--- src/rtl/oldland_arb_pkg.sv ---
// oldland_arb_pkg: shared encodings for the cache/memory arbiter
package oldland_arb_pkg;

    typedef enum logic [2:0] {
        ST_IDLE    = 3'b001,
        ST_GRANT_D = 3'b010,
        ST_GRANT_I = 3'b100
    } arb_state_t;

    localparam logic REQ_D = 1'b0;
    localparam logic REQ_I = 1'b1;

endpackage

--- src/rtl/oldland_rr_pick2.sv ---
// oldland_rr_pick2: two-way round-robin selector, favours the requester that was not served last
module oldland_rr_pick2 (
    input  logic [1:0] reqs,
    input  logic       last,
    output logic       grant,
    output logic       valid
);

    assign valid = |reqs;
    assign grant = &reqs ? ~last : reqs[1];

endmodule

--- src/rtl/oldland_cache_mem_arbiter.sv ---
// oldland_cache_mem_arbiter: shares the memory port between the data cache (0)
// and instruction cache (1), holding the grant across locked bursts.
module oldland_cache_mem_arbiter
    import oldland_arb_pkg::*;
#(
    parameter int ADDR_BITS      = 30,
    parameter bit FIRST_PRIORITY = 1'b0
) (
    input  logic                 clk,
    input  logic                 rst,
    input  logic                 d_access,
    input  logic                 i_access,
    input  logic                 d_lock,
    input  logic                 i_lock,
    input  logic [ADDR_BITS-1:0] d_addr,
    input  logic [ADDR_BITS-1:0] i_addr,
    input  logic [31:0]          d_wr_val,
    input  logic [31:0]          i_wr_val,
    input  logic                 d_wr_en,
    input  logic                 i_wr_en,
    input  logic [3:0]           d_bytesel,
    input  logic [3:0]           i_bytesel,
    output logic [31:0]          d_data,
    output logic [31:0]          i_data,
    output logic                 d_ack,
    output logic                 i_ack,
    output logic                 d_error,
    output logic                 i_error,
    output logic                 m_access,
    output logic [ADDR_BITS-1:0] m_addr,
    output logic [31:0]          m_wr_val,
    output logic                 m_wr_en,
    output logic [3:0]           m_bytesel,
    input  logic [31:0]          m_data,
    input  logic                 m_ack,
    input  logic                 m_error,
    output logic                 busy
);

    arb_state_t state, next_state;
    logic       last;
    logic       pick, pick_valid;
    logic       grant_d, grant_i;

    oldland_rr_pick2 u_pick (
        .reqs  ({i_access, d_access}),
        .last  (last),
        .grant (pick),
        .valid (pick_valid)
    );

    always_ff @(posedge clk or negedge rst) begin
        if (!rst) begin
            state <= ST_IDLE;
            last  <= ~FIRST_PRIORITY;
        end else begin
            state <= next_state;
            last  <= next_state == ST_GRANT_D ? REQ_D :
                     next_state == ST_GRANT_I ? REQ_I : last;
        end
    end

    // An unlocked owner yields on an ack so back-to-back uncached accesses cannot starve the peer.
    always_comb begin
        next_state = state;
        case (state)
            ST_IDLE:
                if (pick_valid)
                    next_state = pick == REQ_I ? ST_GRANT_I : ST_GRANT_D;
            ST_GRANT_D:
                if (!d_lock) begin
                    if (!d_access)
                        next_state = i_access ? ST_GRANT_I : ST_IDLE;
                    else if (m_ack && i_access)
                        next_state = ST_GRANT_I;
                end
            ST_GRANT_I:
                if (!i_lock) begin
                    if (!i_access)
                        next_state = d_access ? ST_GRANT_D : ST_IDLE;
                    else if (m_ack && d_access)
                        next_state = ST_GRANT_D;
                end
            default:
                next_state = ST_IDLE;
        endcase
    end

    assign grant_d = state == ST_GRANT_D;
    assign grant_i = state == ST_GRANT_I;
    assign busy    = grant_d | grant_i;

    assign m_access  = grant_d ? d_access  : grant_i ? i_access  : 1'b0;
    assign m_addr    = grant_d ? d_addr    : grant_i ? i_addr    : '0;
    assign m_wr_val  = grant_d ? d_wr_val  : grant_i ? i_wr_val  : '0;
    assign m_wr_en   = grant_d ? d_wr_en   : grant_i ? i_wr_en   : 1'b0;
    assign m_bytesel = grant_d ? d_bytesel : grant_i ? i_bytesel : '0;

    assign d_ack   = grant_d & m_ack;
    assign i_ack   = grant_i & m_ack;
    assign d_error = grant_d & m_error;
    assign i_error = grant_i & m_error;
    assign d_data  = grant_d ? m_data : '0;
    assign i_data  = grant_i ? m_data : '0;

endmodule

--- config.mk ---
export PLATFORM = sky130hd
export DESIGN_NAME = oldland_cache_mem_arbiter
export DESIGN_NICKNAME = d
export VERILOG_FILES = /design/src/rtl/oldland_arb_pkg.sv /design/src/rtl/oldland_rr_pick2.sv /design/src/rtl/oldland_cache_mem_arbiter.sv
export SDC_FILE = /design/constraint.sdc
export NUM_CORES = 1
export LEC_CHECK = 0
export BUFFER_PORTS_ARGS = -buffer_cell sky130_fd_sc_hd__buf_2
export CORE_AREA = 2 2 122 124
export DETAILED_ROUTE_END_ITERATION = 8
export DIE_AREA = 0 0 124 126
export GPL_ROUTABILITY_DRIVEN = 0
export PLACE_DENSITY = 0.45
export SYNTH_ARGS = -nofsm -noshare
export SYNTH_HDL_FRONTEND = slang
export SYNTH_SLANG_ARGS = --single-unit
--- constraint.sdc ---
create_clock -name clk -period 3 [get_ports clk]
set_input_delay 0.9 -clock clk [delete_from_list [all_inputs] [get_ports clk]]
set_output_delay 0.9 -clock clk [all_outputs]
set_load 0.02 [all_outputs]
Word level (Yosys, flattened, before mapping)
Index checks and enable logic that the tools add are counted.
Word-level totals
  register bits after elaboration: 4
  input bits: 174
  output and inout bits: 137
  word-level logic and storage cells: 44
Cells by class
  eq/ne operators: 5
  multiplexer cells: 26
  bitwise logic cells: 6
  reductions and logical operators: 5
Operator list (count)
  2-to-1 mux 32 bit: 4
  2-to-1 mux 30 bit: 2
  2-to-1 mux 3 bit: 9
  case mux 3 bit (3 select lines): 1
  2-to-1 mux 4 bit: 2
  2-to-1 mux 1 bit: 7
  == test 3 x 2 -> 1 bit (second input constant): 2
  == test 3 bit (second input constant): 2
  bitwise AND 1 bit: 4
  == test 3 x 1 -> 1 bit (second input constant): 1
  logical AND 1 bit: 2
  2-to-1 mux 2 bit: 1
  AND reduction 2 bit: 1
  nonzero test 2 bit: 1
  OR reduction 2 bit: 1
  NOT 1 bit: 1
  OR 1 bit: 1

Depth between registers and ports, before layout
  depth after elaboration: 8
  depth in mapped cells: 5

Modules after synthesis
From an unflattened synthesis, not the netlist that was laid out.
Unflattened totals
  cell total of the unflattened synthesis: 188
  area, all modules: 1448.9 sq um
By module, submodules not included
  oldland_cache_mem_arbiter: instances 1, cells each 186, area each 1435.1 sq um
  oldland_rr_pick2: instances 1, cells each 2, area each 13.8 sq um

Least setup slack after synthesis
No wires, ideal clock.
  path type: in2out
  start point: input port d_access
  end point: output port m_access
  arrival: 1432 ps
  required time: 2100 ps
  path slack: 668 ps
  stages: 2
  buffers on the path: 1
  path through: clkbuf_1 -> a22o_1
Between the ends
  word-level cells in the longest chain between the ends: 1
Ends and longest elaborated chain
  start, declared: line oldland_cache_mem_arbiter.sv:11  | input logic d_access,
  2-to-1 mux 1 bit: line oldland_cache_mem_arbiter.sv:93  | assign m_access = grant_d ? d_access : grant_i ? i_access : 1'b0;
  end, declared: line oldland_cache_mem_arbiter.sv:29  | output logic m_access,
No other way between the ends.

Worst setup path in the final report
  start point: register state[1]
  end point: output port m_wr_val[30]
Between the ends
  word-level cells in the longest chain between the ends: 3
  elaborated cells on any way between the ends: 4
  those cells by class: 2 x eq/ne; 2 x mux
Ends and longest elaborated chain
  start, declared: line oldland_cache_mem_arbiter.sv:40  | arb_state_t state, next_state;
  start signal, assigned: line oldland_cache_mem_arbiter.sv:57  | state <= next_state;
  == test 3 bit: line oldland_cache_mem_arbiter.sv:90  | assign grant_i = state == ST_GRANT_I;
  2-to-1 mux 32 bit: line oldland_cache_mem_arbiter.sv:95  | assign m_wr_val = grant_d ? d_wr_val : grant_i ? i_wr_val : '0;
  2-to-1 mux 32 bit (*): line oldland_cache_mem_arbiter.sv:95
  end, declared: line oldland_cache_mem_arbiter.sv:31  | output logic [31:0] m_wr_val,
Every way passes the cells marked *; elsewhere a longest branch is shown, timed or not.

==> flow_metrics.tcl <==
set metrics [dict create \
    core_um2 14300 \
    post_cts_resize_count 0 \
    rows 44 \
    ys_top_cells_by_area "a22o_1 42%, and2_1 30%, buf_2 4.6%" \
    cp.required_ns 2.10 \
    fin_tns_setup_ns 0 \
    drcViolationCount 0 \
    max-slew-margin-rel 0.667 \
    htree_levels 1 \
    fin_cells 667 \
    syn_area_um2 1410 \
    synth_edf_count 0 \
    first_pass_iters 4 \
    max-cap-violations 0 \
    ios 311 \
    fmaxAchievable_ghz 0.376 \
    peakVddDrop_uv 281 \
    seq_area_frac_synth 0.0730 \
    ff2ff_path_depth 5 \
    fin_area_um2 3190 \
    postLayoutCoreUtil 0.223 \
    netlist.area_leader.share 0.423 \
    slew_viol_final 0 \
    post-route-period-util 0.886 \
    grtUsageTotal 0.0939 \
    clk_latency_ns 0.22 \
    via_per_inst 4.01 \
    drt-total-wl_um 8600 \
    initial_core_util 0.0983 \
    io_buffers 310 \
    synth_common_cells "68 x a22o_1, 68 x and2_1, 13 x buf_2" \
    critPathArrivalTime_ns 1.76 \
    hpwl_um 7430 \
    start_kind "register" \
    avgSynthCellArea_um2 7.40 \
    die_height_um 126 \
    async_flop_share 1.00 \
    dpl-instance-area_um2 3120 \
    synth_cells 190 \
    end_kind "output pin" \
    postCtsHoldBufs 0 \
    grt_setup_unrepaired "false" \
    numCtsBuffers 3 \
    final_nets 659 \
    synth_warnings 0 \
    grt_pass1_vias 2544 \
    clkTransAtPathRegs_ns 0.03 \
    drive_above_1_share 0.665 \
    outcome "finished, final reports clean" \
    setup_viol 0 \
    antenna_found_initial 0 \
    grt_max_degree 57 \
    antenna_left 0 \
    postCtsSetupRepairBufs 0 \
    diodes 0 \
    grt-ovfl-total 0 \
    hp-class "primary input to asynchronous set/reset pin" \
    max-clock-path-buffers 2 \
    cts_tree "yes" \
    synth_top_area_cell "a22o_1" \
    ys_types 25 \
    drt_iter0_drc 74 \
    min_period_ns 2.66 \
    area_growth_pct 127 \
    fin_skew_ns 0.000699 \
    finalHoldViolCount 0 \
    avgRoutedWirePerCell_um 12.9 \
    synth_top_flop_cell "dfstp_2" \
    synth-seq-cells 4 \
    crit_fanout 56 \
    cts.sinks 4 \
    vias 2676 \
    worst_slew_pin_slew_ns 0.499 \
    dieArea_um2 15600 \
    cellPowerDensity_nw_per_um2 577 \
    synthesis.nets 364 \
    cts_root_buffer "clkbuf_16" \
    crit_type "register to output pin" \
    grt_pass1_wl_um 11800 \
    p_leak_nw 2.03 \
    place_inst 664 \
    die_x_um 124 \
]
==> sequential cells by signal, indices dropped and copies added, names as in the netlist <==
| name | count |
|---|---|
| last | 1 |
| state | 3 |
==> cell usage in the layout, fill, tap and decap left out, types with 2 or more instances in the layout <==
cell and n:
clkbuf_16 3, nor2_1 3, buf_2 310, dfrtp_1 2, and2_1 68, buf_4 4
o21ai_1 2, a22o_1 68, dfstp_2 2, nor3b_4 2, nand2b_1 2, nand3_1 4
==> final timing paths <==
kind | from | to | slack (ns)
worst min register to register | last | last | 0.54
worst max-delay path | state[1] | m_wr_val[30] | 0.34
min in group clk | last | last | 0.54
worst min-delay path | rst | state[1] | 0.48
worst max register to register | state[1] | last | 1.14
max in group asynchronous | rst | last | 2.32
==> routing by layer <==
metal,GRT usage,part of all wire,vias up
li1,-,-,1295
met1,0.0976,0.37,1216
met2,0.201,0.54,163
met3,0.00815,0.088,2
met4,0.00991,0.0021,0
met5,0,0,-
==> metrics by stage <==
| step | setup slack, ns | hold WS (ns) | power, W |
|---|---|---|---|
| finish | 0.341 | 0.475 | 0.00184 |
| global route | 0.237 | 0.480 | 0.00198 |
| CTS | 0.342 | 0.474 | 0.00186 |
| detailed placement | 0.577 | 0.533 | 0.00165 |
| global placement | 0.614 | 0.536 | 0.00164 |
| floorplan | 0.668 | 0.520 | 0.00113 |
==> cells by family (layout without fill, tap and decap cells) <==
| group | count (synthesis) | in the layout | synth area share |
|---|---|---|---|
| AND/OR/NAND/NOR | 85 | 85 | 0.385 |
| AO/OA/AOI/OAI | 77 | 77 | 0.466 |
| buffers and inverters | 24 | 317 | 0.0756 |
| flip-flops | 4 | 4 | 0.0730 |
==> critical path: stages (launching register included) <==
cell     delay (ns)
dfrtp_1        0.43
nor3b_4        0.22
buf_4          0.42
a22o_1         0.26
buf_2          0.17
==> layout make-up <==
type | count | area, µm²
clock buffers | 3 | 75.1
fillers | 1586 | 11100
multi-input cells | 162 | 1200
flip-flops and latches | 4 | 103
well taps | 184 | 230
repair buffers | 314 | 1580
==> report_power, final <==
part	switching (W)	internal, W	total (W)
logic	0.000912	0.000598	0.00151
clock network	0.0000339	0.000170	0.000204
registers	0.0000388	0.0000915	0.000130
No activity file was read; power rests on OpenSTA's default activity.
